==> config.mk <==
export PLATFORM = sky130hd
export DESIGN_NAME = instr_loader
export DESIGN_NICKNAME = d
export VERILOG_FILES = /design/src/rtl/mips_dunit_pkg.sv /design/src/rtl/byte_packer.sv /design/src/rtl/instr_loader.sv
export SDC_FILE = /design/constraint.sdc
export NUM_CORES = 1
export LEC_CHECK = 0
export ABC_CLOCK_PERIOD_IN_PS = 4700
export CORE_MARGIN = 4
export CORE_UTILIZATION = 53
export DETAILED_ROUTE_END_ITERATION = 7
export PLACE_DENSITY = 0.82
export SYNTH_ARGS = -nofsm -noshare
export SYNTH_HDL_FRONTEND = slang
export SYNTH_SLANG_ARGS = --single-unit
==> constraint.sdc <==
create_clock -name i_clk -period 4.7 [get_ports i_clk]
set_input_delay 0.94 -clock i_clk [delete_from_list [all_inputs] [get_ports i_clk]]
set_output_delay 0.94 -clock i_clk [all_outputs]
set_load 0.005 [all_outputs]
==> src/rtl/mips_dunit_pkg.sv <==
// mips_dunit_pkg: shared state encoding and constants for the MIPS debug unit
package mips_dunit_pkg;

   typedef enum logic [1:0] {
      IDLE  = 2'd0,
      RECV  = 2'd1,
      WRITE = 2'd2,
      DONE  = 2'd3
   } load_state_e;

   localparam logic [31:0] HALT_INSTR_DEF = 32'hFFFF_FFFF;
   localparam int          NB_WIDTH_DEF   = 9;

   function automatic int max_words(input int nb_width);
      return (1 << nb_width) / 4;
   endfunction

   localparam int MAX_WORDS = max_words(NB_WIDTH_DEF);

endpackage

==> src/rtl/byte_packer.sv <==
// byte_packer: shifts UART bytes big-endian into a word and flags the completing byte
module byte_packer #(
   parameter int NB_REG  = 32,
   parameter int NB_BYTE = 8
) (
   input  logic               i_clk,
   input  logic               i_reset,
   input  logic               i_clr,
   input  logic               i_en,
   input  logic [NB_BYTE-1:0] i_data,
   input  logic               i_valid,
   output logic [NB_REG-1:0]  o_word,
   output logic               o_word_valid
);
   localparam int NB_IDX = $clog2(NB_REG / NB_BYTE);

   // the newest byte is combined combinationally, so only the older bytes are stored
   logic [NB_REG-NB_BYTE-1:0] shift_q;
   logic [NB_IDX-1:0]         idx_q;
   logic                      take;

   assign take         = i_en && i_valid;
   assign o_word       = {shift_q, i_data};
   assign o_word_valid = take && (idx_q == '1);

   always_ff @(posedge i_clk or negedge i_reset) begin
      if (!i_reset) begin
         shift_q <= '0;
         idx_q   <= '0;
      end else if (i_clr) begin
         shift_q <= '0;
         idx_q   <= '0;
      end else if (take) begin
         shift_q <= {shift_q[NB_REG-2*NB_BYTE-1:0], i_data};
         idx_q   <= idx_q + NB_IDX'(1);
      end
   end

endmodule

==> src/rtl/instr_loader.sv <==
// instr_loader: packs debug-UART bytes into instructions and writes them to instruction memory
module instr_loader import mips_dunit_pkg::*; #(
   parameter int                NB_REG     = 32,
   parameter int                NB_BYTE    = 8,
   parameter int                NB_WIDTH   = NB_WIDTH_DEF,
   parameter logic [NB_REG-1:0] HALT_INSTR = HALT_INSTR_DEF
) (
   input  logic                i_clk,
   input  logic                i_reset,
   input  logic                i_start,
   input  logic [NB_BYTE-1:0]  i_rx_data,
   input  logic                i_rx_valid,
   output logic                o_w_mem,
   output logic [NB_REG-1:0]   o_inst,
   output logic [NB_REG-1:0]   o_addr_inst,
   output logic                o_busy,
   output logic                o_done,
   output logic                o_overflow,
   output logic [NB_WIDTH-2:0] o_word_count
);
   localparam int              NB_CNT  = NB_WIDTH - 1;
   localparam logic [NB_CNT-1:0] MAX_CNT = NB_CNT'(max_words(NB_WIDTH));

   load_state_e         state_q;
   logic [NB_WIDTH-1:0] addr_q;
   logic [NB_CNT-1:0]   cnt_q, cnt_d;
   logic [NB_REG-1:0]   inst_q, word;
   logic                word_valid, w_mem_q, busy_q, done_q, ovf_q;
   logic                pk_en, pk_clr;

   // a byte landing in WRITE is kept as byte 0 of the next word
   assign pk_en  = (state_q == RECV) || (state_q == WRITE);
   assign pk_clr = (state_q == IDLE) && i_start;
   assign cnt_d  = cnt_q + NB_CNT'(1);

   byte_packer #(.NB_REG(NB_REG), .NB_BYTE(NB_BYTE)) u_packer (
      .i_clk        (i_clk),
      .i_reset      (i_reset),
      .i_clr        (pk_clr),
      .i_en         (pk_en),
      .i_data       (i_rx_data),
      .i_valid      (i_rx_valid),
      .o_word       (word),
      .o_word_valid (word_valid)
   );

   always_ff @(posedge i_clk or negedge i_reset) begin
      if (!i_reset) begin
         state_q <= IDLE;
         addr_q  <= '0;
         cnt_q   <= '0;
         inst_q  <= '0;
         w_mem_q <= 1'b0;
         busy_q  <= 1'b0;
         done_q  <= 1'b0;
         ovf_q   <= 1'b0;
      end else begin
         w_mem_q <= 1'b0;
         done_q  <= 1'b0;
         case (state_q)
            IDLE: if (i_start) begin
               state_q <= RECV;
               busy_q  <= 1'b1;
               addr_q  <= '0;
               cnt_q   <= '0;
               ovf_q   <= 1'b0;
            end
            RECV: if (word_valid) begin
               state_q <= WRITE;
               inst_q  <= word;
               w_mem_q <= 1'b1;
            end
            WRITE: begin
               addr_q <= addr_q + NB_WIDTH'(4);
               cnt_q  <= cnt_d;
               if (inst_q == HALT_INSTR || cnt_d == MAX_CNT) begin
                  state_q <= DONE;
                  busy_q  <= 1'b0;
                  done_q  <= 1'b1;
                  ovf_q   <= inst_q != HALT_INSTR;
               end else begin
                  state_q <= RECV;
               end
            end
            DONE: state_q <= IDLE;
         endcase
      end
   end

   assign o_w_mem      = w_mem_q;
   assign o_inst       = inst_q;
   assign o_addr_inst  = {{(NB_REG-NB_WIDTH){1'b0}}, addr_q};
   assign o_busy       = busy_q;
   assign o_done       = done_q;
   assign o_overflow   = ovf_q;
   assign o_word_count = cnt_q;

endmodule

# Yosys cells after proc, flatten, opt, wreduce, memory -nomap -nowiden
# Cells that the tools add are included.
[word_totals]
regBits = 81
input_bits = 12
out_inout_bits = 76
wordCells = 57
[op_classes]
n_addsub = 3
eq_ne = 10
mux = 22
n_reduce_logical = 12
[op_table]
columns = ["cell", "count"]
rows = [
  ["$mux W24", 2],
  ["$eq A32 B32 Y1 const B", 1],
  ["$ne A32 B32 Y1 const B", 1],
  ["$pmux W9 S2", 1],
  ["$pmux W8 S2", 1],
  ["$mux W2", 5],
  ["$add A9 B3 Y9 const B", 1],
  ["$mux W9", 1],
  ["$add A8 B1 Y8 const B", 1],
  ["$eq A8 B8 Y1 const B", 1],
  ["$mux W1", 8],
  ["$mux W8", 1],
  ["$pmux W2 S4", 1],
  ["$eq A2 B2 Y1 const B", 3],
  ["$reduce_and A2 Y1", 3],
  ["$ne A2 B1 Y1 const B", 2],
  ["$pmux W1 S2", 2],
  ["$reduce_bool A2 Y1", 2],
  ["$logic_and A1 B1 Y1", 3],
  ["$reduce_and A3 Y1", 1],
  ["$add A2 B1 Y2 const B", 1],
  ["$eq A2 B1 Y1 const B", 1],
  ["$logic_not A2 Y1", 1],
  ["$logic_or A1 B1 Y1", 2],
  ["$ne A2 B2 Y1 const B", 1],
]

# Longest topological paths before layout
# Gate-level depths: netlist of run 1.
[logic_depth]
depth_word = 6
ltp_mapped = 8

# By module
# Synthesis of run 1 repeated with hierarchy kept, for this count alone.
[hier_totals]
hier_cells = 326
area_unflattened_um2 = 3791.1
[modules_own_cells]
columns = ["mod", "instances", "cells_per_inst", "area_each_um2", "seq_area_each_um2"]
rows = [
  ["instr_loader", 1, 219, 2544.9, 1326.3],
  ["byte_packer", 1, 107, 1246.2, 650.6],
]

# Worst setup path before layout of run 1
# Ideal clock, no wire load.
[synth_path]
path_kind = "input-to-reg"
start = "input i_rx_valid"
end = "register inst_q[10] (netlist: o_inst[10])"
setup_time_ps = 125
arrival_time_ps = 1906
t_required_ps = 4575
slack_ps = 2670
path_stages = 5
cell_sequence = "and2_1 > buf_2 > nand3_2 > buf_2 > mux2_2"
[synth_between]
elab_chain_len = 3
[synth_lines]
columns = ["element", "line", "source"]
rows = [
  ["from (decl)", "instr_loader.sv:12", "input logic i_rx_valid,"],
  ["$logic_and A1 B1 Y1", "byte_packer.sv:22", "assign take = i_en && i_valid;"],
  ["$logic_and A1 B1 Y1", "byte_packer.sv:24", "assign o_word_valid = take && (idx_q == '1);"],
  ["$reduce_and A2 Y1 (no source line)", "-", ""],
  ["to (signal assigned)", "instr_loader.sv:70", "inst_q <= word;"],
  ["to (decl)", "instr_loader.sv:27", "logic [NB_REG-1:0] inst_q, word;"],
]
# No other way between the ends.
# A chain may end at the register's enable or synchronous reset.

# Worst setup path after layout of run 1
[layout_path]
start = "input i_rx_valid"
end = "register inst_q[30] (netlist: o_inst[30])"
# The elaborated chain is that of the path after synthesis.

==> impl_metrics.yaml, run 1 <==
global_routing:
  grt_max_degree: 80
  grt_use_total_pct: 18.6
  grt_pass1_vias: 2564
  grt_pass1_wl_microns: 12300
  antenna_found_initial: 0
  grt_overflow: 0
logic_synthesis:
  ys.warnings.count: 0
  synth_most_common_cell: "dfrtp_1"
  ys_types: 36
  synthFlopType: "dfrtp_1"
  synthCells: 333
  synth_commonest_cells: "dfrtp_1 (79), nand2_1 (68), mux2_2 (33)"
  ys_top_cells_by_area: "dfrtp_1 (55%), mux2_2 (10%), nand2_1 (7.1%)"
  synthesis.area_sq_um: 3590
  synth_top_area_share_pct: 55.1
  ys_seq_area_share_pct: 55.1
  postSynth.asyncResetShare_pct: 100
  avgSynthCellArea_sq_um: 10.8
  synth_edf_count: 0
  yosys.area.top_type: "dfrtp_1"
  ys_ff_latch: 79
pwr:
  p_comb_share_pct: 31.1
  p_sw_mw: 0.753
  leakage_nw: 2.02
  pwr-share-seq_pct: 44.6
  peakVddDrop_mv: 0.376
  switching_share_pct: 32.9
  power.density_nw_per_um2: 522
  internal_power_mw: 1.54
  finalPower_mw: 2.29
  clkPwrFrac_pct: 24.2
final_layout:
  drive_gt1_share_pct: 14.8
  nNetsFinal: 414
  fillers: 493
  final_cells: 477
  syn_to_final_growth_pct: 22.4
  antennaDiodeCount: 0
  final_core_util_pct: 68.0
hold_path:
  hold_class: "reg -> reg"
route:
  wl_per_cell_microns: 15.2
  ant_nets: 0
  dr.pass1.iters: 4
  routed_via_density: 5.32
  drtIter0Drc: 169
  wirelength_microns: 7270
  vias: 2539
  drc: 0
setup_path:
  end_kind: "flip-flop"
  startpoint_type: "input pin"
  cp_cell_sequence: "clkdlybuf4s50_1 -> and2_1 -> nand3_2 -> mux2_2"
  arrival_ns: 2.77
  critical_path_class: "in -> reg"
  slowest_stage: "nand3_2"
  required_ns: 4.93
  worst-path-max-fanout: 33
  cpPeakStageDelay_ns: 0.63
  rrSetupSlack_ns: 2.39
clock_network:
  cts_tree: "yes"
  clk_latency_ns: 0.35
  h-tree-depth: 3
  cts_root_buf: "clkbuf_8"
  clk_path_buf_depth: 2
  cts_setup_buffers: 0
  cts_sinks: 79
  hold_buffers: 0
  clk_pin_slew_ns: 0.08
  cts_resized: 0
  cts_buffers: 9
die:
  die_area_sq_um: 8150
  core_area_sq_um: 6460
  ios: 88
  num_rows: 29
  fp.dieW_microns: 90.3
  fp.dieH_microns: 90.3
  start_util_pct: 55.6
timing:
  worstMarginPinSlew_ns: 0.956
  rsz0062_at_grt: "no"
  slew_violations: 0
  finalSetupViolCount: 0
  fmax_ghz: 0.393
  min_period_over_period_pct: 54.1
  slew_headroom_pct: 36.3
  tns_ns: 0
  hold_viol: 0
  layout_min_cycle_time_ns: 2.54
  finalClockSkew_ns: 0.00919
placed_design:
  hpwl_microns: 5040
  dp.cells: 461
  port_buffers: 62
  place_congestion: 0.835
flow_run:
  maxCapViolCount: 0
run_status:
  status: "complete, no violations"
[per-layer routing]
metal | track usage (%) | part of all wire (%) | vias to the layer above
met5 | 0 | 0 | -
met4 | 5.61 | 1.0 | 0
met3 | 5.92 | 6.5 | 6
met2 | 29.2 | 48 | 70
met1 | 24.9 | 45 | 1251
li1 | - | - | 1212
[path summary, 6_finish.rpt]
path / from / endpoint / cells after the start
hold / removal: u_packer.shift_q[17]$_DFFE_PN0P_ / o_inst[25]$_DFFE_PN0P_ / 1
setup / recovery: i_rx_valid / o_inst[30]$_DFFE_PN0P_ / 4
hold reg to reg: u_packer.shift_q[17]$_DFFE_PN0P_ / o_inst[25]$_DFFE_PN0P_ / 1
max in group asynchronous: i_reset / o_word_count[2]$_DFFE_PN0P_ / 1
setup reg to reg: state_q[1]$_DFFE_PN0P_ / o_inst[30]$_DFFE_PN0P_ / 5
min in group asynchronous: i_reset / state_q[1]$_DFFE_PN0P_ / 1
[kinds of logic after synthesis]
kind of cell	share of synthesized area (%)
multiplexers	10.6
buffers and inverters	7.25
adder cells (fa/ha/maj)	2.44
flip-flops	55.1
XOR/XNOR	2.20
AO/OA/AOI/OAI	8.16
AND/OR/NAND/NOR	14.1
other	0.105
[power groups by stage]
stage / logic [mW] / registers (mW) / clock network [mW]
6_report: 0.713 / 1.02 / 0.555
5_1_grt: 0.802 / 1.06 / 0.587
4_1_cts: 0.724 / 1.02 / 0.563
3_5_place_dp: 0.717 / 1.04 / 0
3_3_place_gp: 0.693 / 1.02 / 0
2_1_floorplan: 0.417 / 1.00 / 0
[sequential cells by signal, summed over array words and instances, names as in the netlist, 2 cells and up]
name,cells
o_inst,32
o_word_count,8
addr_q,7
state_q,2
u_packer.shift_q,24
u_packer.idx_q,2
[through the flow]
step                hold slack (ns)  cell area, sq um  worst slack, ns
global route                  0.533              4390             2.04
finish                        0.510              4390             2.16
floorplan                     0.481              3680             2.67
CTS                           0.516              4390             2.14
global placement              0.490              4170             1.84
detailed placement            0.503              4170             1.77
[critical path: cells and delay by family]
family	cells	cell delay, ns
and+or+nand+nor	2	0.80
muxes	1	0.54
buffers and inverters	1	0.48
[layout by cell type, fill, tap and decap left out, drive strengths merged, types with 2 or more instances in the layout]
cell type,instances
a21oi,30
a22o,2
and2,4
buf,3
bufinv,2
clkbuf,11
clkdlybuf4s50,61
clkinv,2
conb,25
dfrtp,79
ha,7
inv,6
mux2,33
nand2,68
nand3,5
nand4,12
nor2,11
nor4,2
o21ai,13
xnor2,4
xor2,5
[cell type report]
cell class / count / area (sq um) / share of cell area [%]
clock buffer: 11 / 141 / 3.22
clock inverter: 5 / 81.3 / 1.85
multi-input combinational: 235 / 1440 / 32.8
tap: 77 / 96.3 / 2.19
sequential: 79 / 1980 / 45.0
timing repair buffer: 64 / 633 / 14.4
inverter: 6 / 22.5 / 0.513
(Power assumes the default switching activity.)
==> run 2, diff against run 1 <==
Settings changed: ABC_CLOCK_PERIOD_IN_PS 4700 to 2500, CORE_UTILIZATION 53 to 49, PLACE_DENSITY 0.82 to 0.76.
Clock period 4.7 ns to 2.5 ns, I/O delays scaled along.
==> run 2 against run 1 <==
Compared with the run above: clock power rose by 74%; core utilization shrank 3.7 points; worst setup slack got worse by 1.7 ns; total power increased by 86%; critical endpoint is now state_q[1]$_DFFE_PN0P_; largest cell class unchanged; highest routed layer unchanged.
==> impl_metrics.yaml, run 2 (same netlist as run 1, synthesis figures left out) <==
run_status:
  status: "complete, no violations"
setup_path:
  cp_top_family: "flip-flops"
  arrival_ns: 2.31
  startpoint_type: "flip-flop"
  cp_cell_sequence: "inv_1 -> ha_1 -> and2_1 -> buf_4 -> nand2_1 -> a21oi_1 -> mux2i_1 -> o211ai_1"
  critical_path_class: "reg -> reg"
  startpoint: "state_q[1]$_DFFE_PN0P_"
  cp.buffers_inverters: 2
  required_ns: 2.73
  worst-path-max-fanout: 27
  cpPeakStageDelay_ns: 0.43
  rr_startpoint: "state_q[1]$_DFFE_PN0P_"
  slowest_stage: "dfrtp_1"
  end_kind: "flip-flop"
  rrSetupSlack_ns: 0.42
die:
  num_rows: 30
  ios: 88
  die_area_sq_um: 8760
  fp.dieH_microns: 93.6
  fp.dieW_microns: 93.6
  core_area_sq_um: 6940
  start_util_pct: 51.7
timing:
  slew_violations: 0
  fmax_ghz: 0.482
  layout_setup_ws_ns: 0.423
  tns_ns: 0
  worstMarginPinSlew_ns: 0.625
  min_period_over_period_pct: 83.1
  finalSetupViolCount: 0
  layout_min_cycle_time_ns: 2.08
  finalClockSkew_ns: 0.0115
  slew_headroom_pct: 58.3
  rsz0062_at_grt: "no"
  hold_viol: 0
route:
  ant_nets: 0
  wirelength_microns: 7470
  wl_met2_microns: 3390
  routed_via_density: 5.15
  drtIter0Drc: 128
  drc: 0
  wl_met3_microns: 603
  wl_met1_microns: 3350
  top_layer_used: "met4"
  dr.pass1.iters: 4
  wl_per_cell_microns: 14.9
  vias: 2583
clock_network:
  cts_setup_buffers: 0
  cts_root_buf: "clkbuf_8"
  cts_buffers: 9
  clk_latency_ns: 0.36
  cts_tree: "yes"
  clk_path_buf_depth: 2
  h-tree-depth: 3
  cts_sinks: 79
  cts_resized: 0
  hold_buffers: 0
  clk_pin_slew_ns: 0.08
pwr:
  peakVddDrop_mv: 0.722
  leakage_nw: 2.05
  finalPower_mw: 4.26
  power.density_nw_per_um2: 953
final_layout:
  nNetsFinal: 420
  most-common-layout-cells: "dfrtp_1 (79), nand2_1 (68), clkdlybuf4s50_1 (61)"
  largest_register_ffs: 32
  final_common_cell: "dfrtp_1"
  drive_gt1_share_pct: 16.3
  antennaDiodeCount: 0
  syn_to_final_growth_pct: 24.5
global_routing:
  grt_overflow: 0
  grt_pass1_vias: 2527
  grt_max_degree: 50
  grt_pass1_wl_microns: 12400
  grt_use_total_pct: 18.2
  antenna_found_initial: 0
placed_design:
  port_buffers: 62
  place_congestion: 0.829
  dpl_worst_slack_ns: 0.226
  hpwl_microns: 5230
hold_path:
  hold_class: "in -> async"
flow_run:
  maxCapViolCount: 0
[run 2: cell count changes in the layout (fill, tap and decap cells not counted), sizes merged]
cell,change
inv,+2
clkbuf,-2
bufinv,-1
buf,+6
clkinv,+1
[run 2: worst paths after layout]
path                                                to  cells past startpoint
hold / removal             o_word_count[0]$_DFFE_PN0P_                      1
min in group i_clk              o_inst[31]$_DFFE_PN0P_                      1
hold reg to reg                 o_inst[31]$_DFFE_PN0P_                      1
setup reg to reg                state_q[1]$_DFFE_PN0P_                      8
setup / recovery                state_q[1]$_DFFE_PN0P_                      8
max in group asynchronous       o_inst[10]$_DFFE_PN0P_                      2
[run 2: metrics by stage]
| stage | area, sq um | std cells | utilization (%) | hold slack (ns) |
|---|---|---|---|---|
| after global placement | 4260 | 486 | 61.4 | 0.496 |
| final | 4470 | 502 | 64.3 | 0.158 |
| after floorplan | 3680 | 357 | - | 0.204 |
| after global routing | 4470 | 502 | 64.3 | 0.190 |
| after detailed placement | 4260 | 486 | 61.4 | 0.493 |
| after CTS | 4470 | 502 | 64.3 | 0.181 |
[run 2: cell type report]
class / count / area (sq um)
Clock buffer: 9 / 124
Timing Repair Buffer: 70 / 703
Multi-Input combinational cell: 235 / 1440
Clock inverter: 7 / 80.1
Fill cell: 571 / 2480
Inverter: 6 / 22.5
Tap cell: 96 / 120
Sequential cell: 79 / 1980
[run 2: report_power, final]
| group | total, mW | leakage (nW) | internal, mW | switching, mW |
|---|---|---|---|---|
| clock | 0.966 | 0.102 | 0.473 | 0.493 |
| combinational | 1.37 | 0.877 | 0.713 | 0.662 |
| sequential | 1.92 | 1.08 | 1.62 | 0.295 |
[run 2: per-layer routing]
metal,GRT usage (%),vias to the layer above
met5,0,-
met4,6.86,0
met3,5.79,11
met2,26.9,88
met1,25.0,1261
li1,-,1223
==> run 3, diff against run 2 <==
Settings changed: ABC_CLOCK_PERIOD_IN_PS 2500 to 1800, CORE_UTILIZATION 49 to 45, PLACE_DENSITY 0.76 to 0.74.
Clock period 2.5 ns to 1.8 ns, I/O delays scaled along.
==> run 3 against run 2 <==
Compared with the run above: global-route usage is 1.8 points lower; final cell count is 3.0% higher; register-to-register slack worse by 0.30 ns; sequential power is 39% higher; via count is 0.43% higher; core utilization is 5.0 points lower; highest routed layer unchanged.
==> impl_metrics.yaml, run 3 (same netlist as run 1, synthesis figures left out) <==
timing:
  rsz0062_at_grt: "no"
  finalSetupViolCount: 0
  min_period_over_period_pct: 93.6
  hold_viol: 0
  layout_min_cycle_time_ns: 1.69
  slew_violations: 0
  layout_setup_ws_ns: 0.115
  finalClockSkew_ns: 0.00447
  holdWs_ns: 0.488
  fmax_ghz: 0.593
pwr:
  pwr-share-seq_pct: 44.5
  p_comb_share_pct: 35.5
  p_sw_mw: 2.07
  peakVddDrop_mv: 0.677
  switching_share_pct: 34.7
  power.density_nw_per_um2: 1300
  clkPwrFrac_pct: 20.0
  leakage_nw: 2.09
  internal_power_mw: 3.90
flow_run:
  maxCapViolCount: 0
route:
  ant_nets: 0
  vias: 2594
  drc: 0
  routed_via_density: 5.02
  dr.pass1.iters: 4
  wirelength_microns: 7640
  drtIter0Drc: 121
  wl_per_cell_microns: 14.8
die:
  start_util_pct: 46.4
  core_area_sq_um: 7730
  fp.dieW_microns: 97.3
  num_rows: 32
  fp.dieH_microns: 97.3
  ios: 88
  die_area_sq_um: 9470
global_routing:
  grt_overflow: 0
  grt_max_degree: 37
  antenna_found_initial: 0
  grt_pass1_wl_microns: 12600
  grt_pass1_vias: 2535
  grt_use_total_pct: 16.3
placed_design:
  place_congestion: 0.849
  dpl_worst_slack_ns: -0.00995
  hpwl_microns: 5500
  port_buffers: 62
  dpl-instance-area_sq_um: 4350
setup_path:
  slowest_stage: "clkdlybuf4s50_1"
  end_kind: "output port"
  arrival_ns: 1.33
  cp_cell_sequence: "clkdlybuf4s50_1"
  rrSetupSlack_ns: 0.12
  required_ns: 1.44
  worst-path-max-fanout: 7
  cp.buffers_inverters: 1
  cpPeakStageDelay_ns: 0.53
  r2r_cells: 5
  path_depth: 1
  startpoint_type: "flip-flop"
  cp_top_family: "buffers and inverters"
  critical_path_class: "reg -> out"
final_layout:
  largest_register_ffs: 32
  drive_gt1_share_pct: 19.8
  most-common-layout-cells: "dfrtp_1 (75), nand2_1 (68), clkdlybuf4s50_1 (61)"
  nNetsFinal: 429
  final_common_cell: "dfrtp_1"
  syn_to_final_growth_pct: 27.8
  final_area_sq_um: 4590
  antennaDiodeCount: 0
clock_network:
  cts_sinks: 79
  cts_buffers: 9
  clk_pin_slew_ns: 0.08
  cts_root_buf: "clkbuf_8"
  clk_path_buf_depth: 2
  clk_latency_ns: 0.34
  cts_tree: "yes"
  h-tree-depth: 3
run_status:
  status: "complete, no violations"
hold_path:
  hold_class: "in -> async"
-- run 3: cell count changes in the layout (fill, tap and decap cells not counted), sizes merged --
| cell | change |
|---|---|
| clkinv | +2 |
| inv | -1 |
| bufinv | -1 |
| buf | +8 |
| dlygate4sd3 | +1 |
-- run 3: worst paths after layout --
kind | startpoint | to
setup / recovery | o_word_count[4]$_DFFE_PN0P_ | o_word_count[4]
hold / removal | i_reset | u_packer.idx_q[1]$_DFFE_PN0P_
setup reg to reg | o_inst[30]$_DFFE_PN0P_ | o_busy$_DFFE_PN0P_
hold reg to reg | u_packer.shift_q[20]$_DFFE_PN0P_ | o_inst[28]$_DFFE_PN0P_
max in group asynchronous | i_reset | u_packer.shift_q[18]$_DFFE_PN0P_
min in group i_clk | u_packer.shift_q[20]$_DFFE_PN0P_ | o_inst[28]$_DFFE_PN0P_
-- run 3: repair_timing --
| item | CTS | global route |
|---|---|---|
| resized for setup | 1 | 8 |
| setup endpoints to repair | 1 | 43 |
| hold buffers | 1 | 0 |
| setup buffers | 0 | 3 |
| pin swaps | 0 | 1 |
| endpoints found under the hold margin | 29 | 0 |
-- run 3: area by class of cell --
cell class / count / area [sq um]
Fill cell: 635 / 3140
Sequential cell: 79 / 1980
Multi-Input combinational cell: 235 / 1460
Timing Repair Buffer: 79 / 811
Tap cell: 102 / 128
Clock buffer: 9 / 124
Clock inverter: 7 / 58.8
Inverter: 6 / 22.5
-- run 3: power by group through the flow --
stage	Sequential, mW	Clock (mW)	Combinational, mW
after floorplan	2.61	0	1.09
after global routing	2.73	1.30	2.37
final	2.66	1.19	2.12
after CTS	2.66	1.22	2.07
after global placement	2.67	0	1.98
after detailed placement	2.69	0	2.05
-- run 3: metrics by stage --
step           TNS [ns]  total power [mW]  std cells  util (%)
4_1_cts               0              5.96        514      58.8
3_5_place_dp    -0.0123              4.74        497      56.3
2_1_floorplan     -1.07              3.70        357         -
6_report              0              5.97        517      59.3
5_1_grt               0              6.40        517      59.3
3_3_place_gp          0              4.65        497      56.3
-- run 3: layer usage --
| layer | GRT usage (%) | wire [microns] | vias up |
|---|---|---|---|
| li1 | - | - | 1241 |
| met5 | 0 | 0 | - |
| met3 | 4.24 | 517 | 8 |
| met1 | 23.5 | 3520 | 1266 |
| met2 | 24.0 | 3500 | 79 |
| met4 | 5.75 | 97 | 0 |
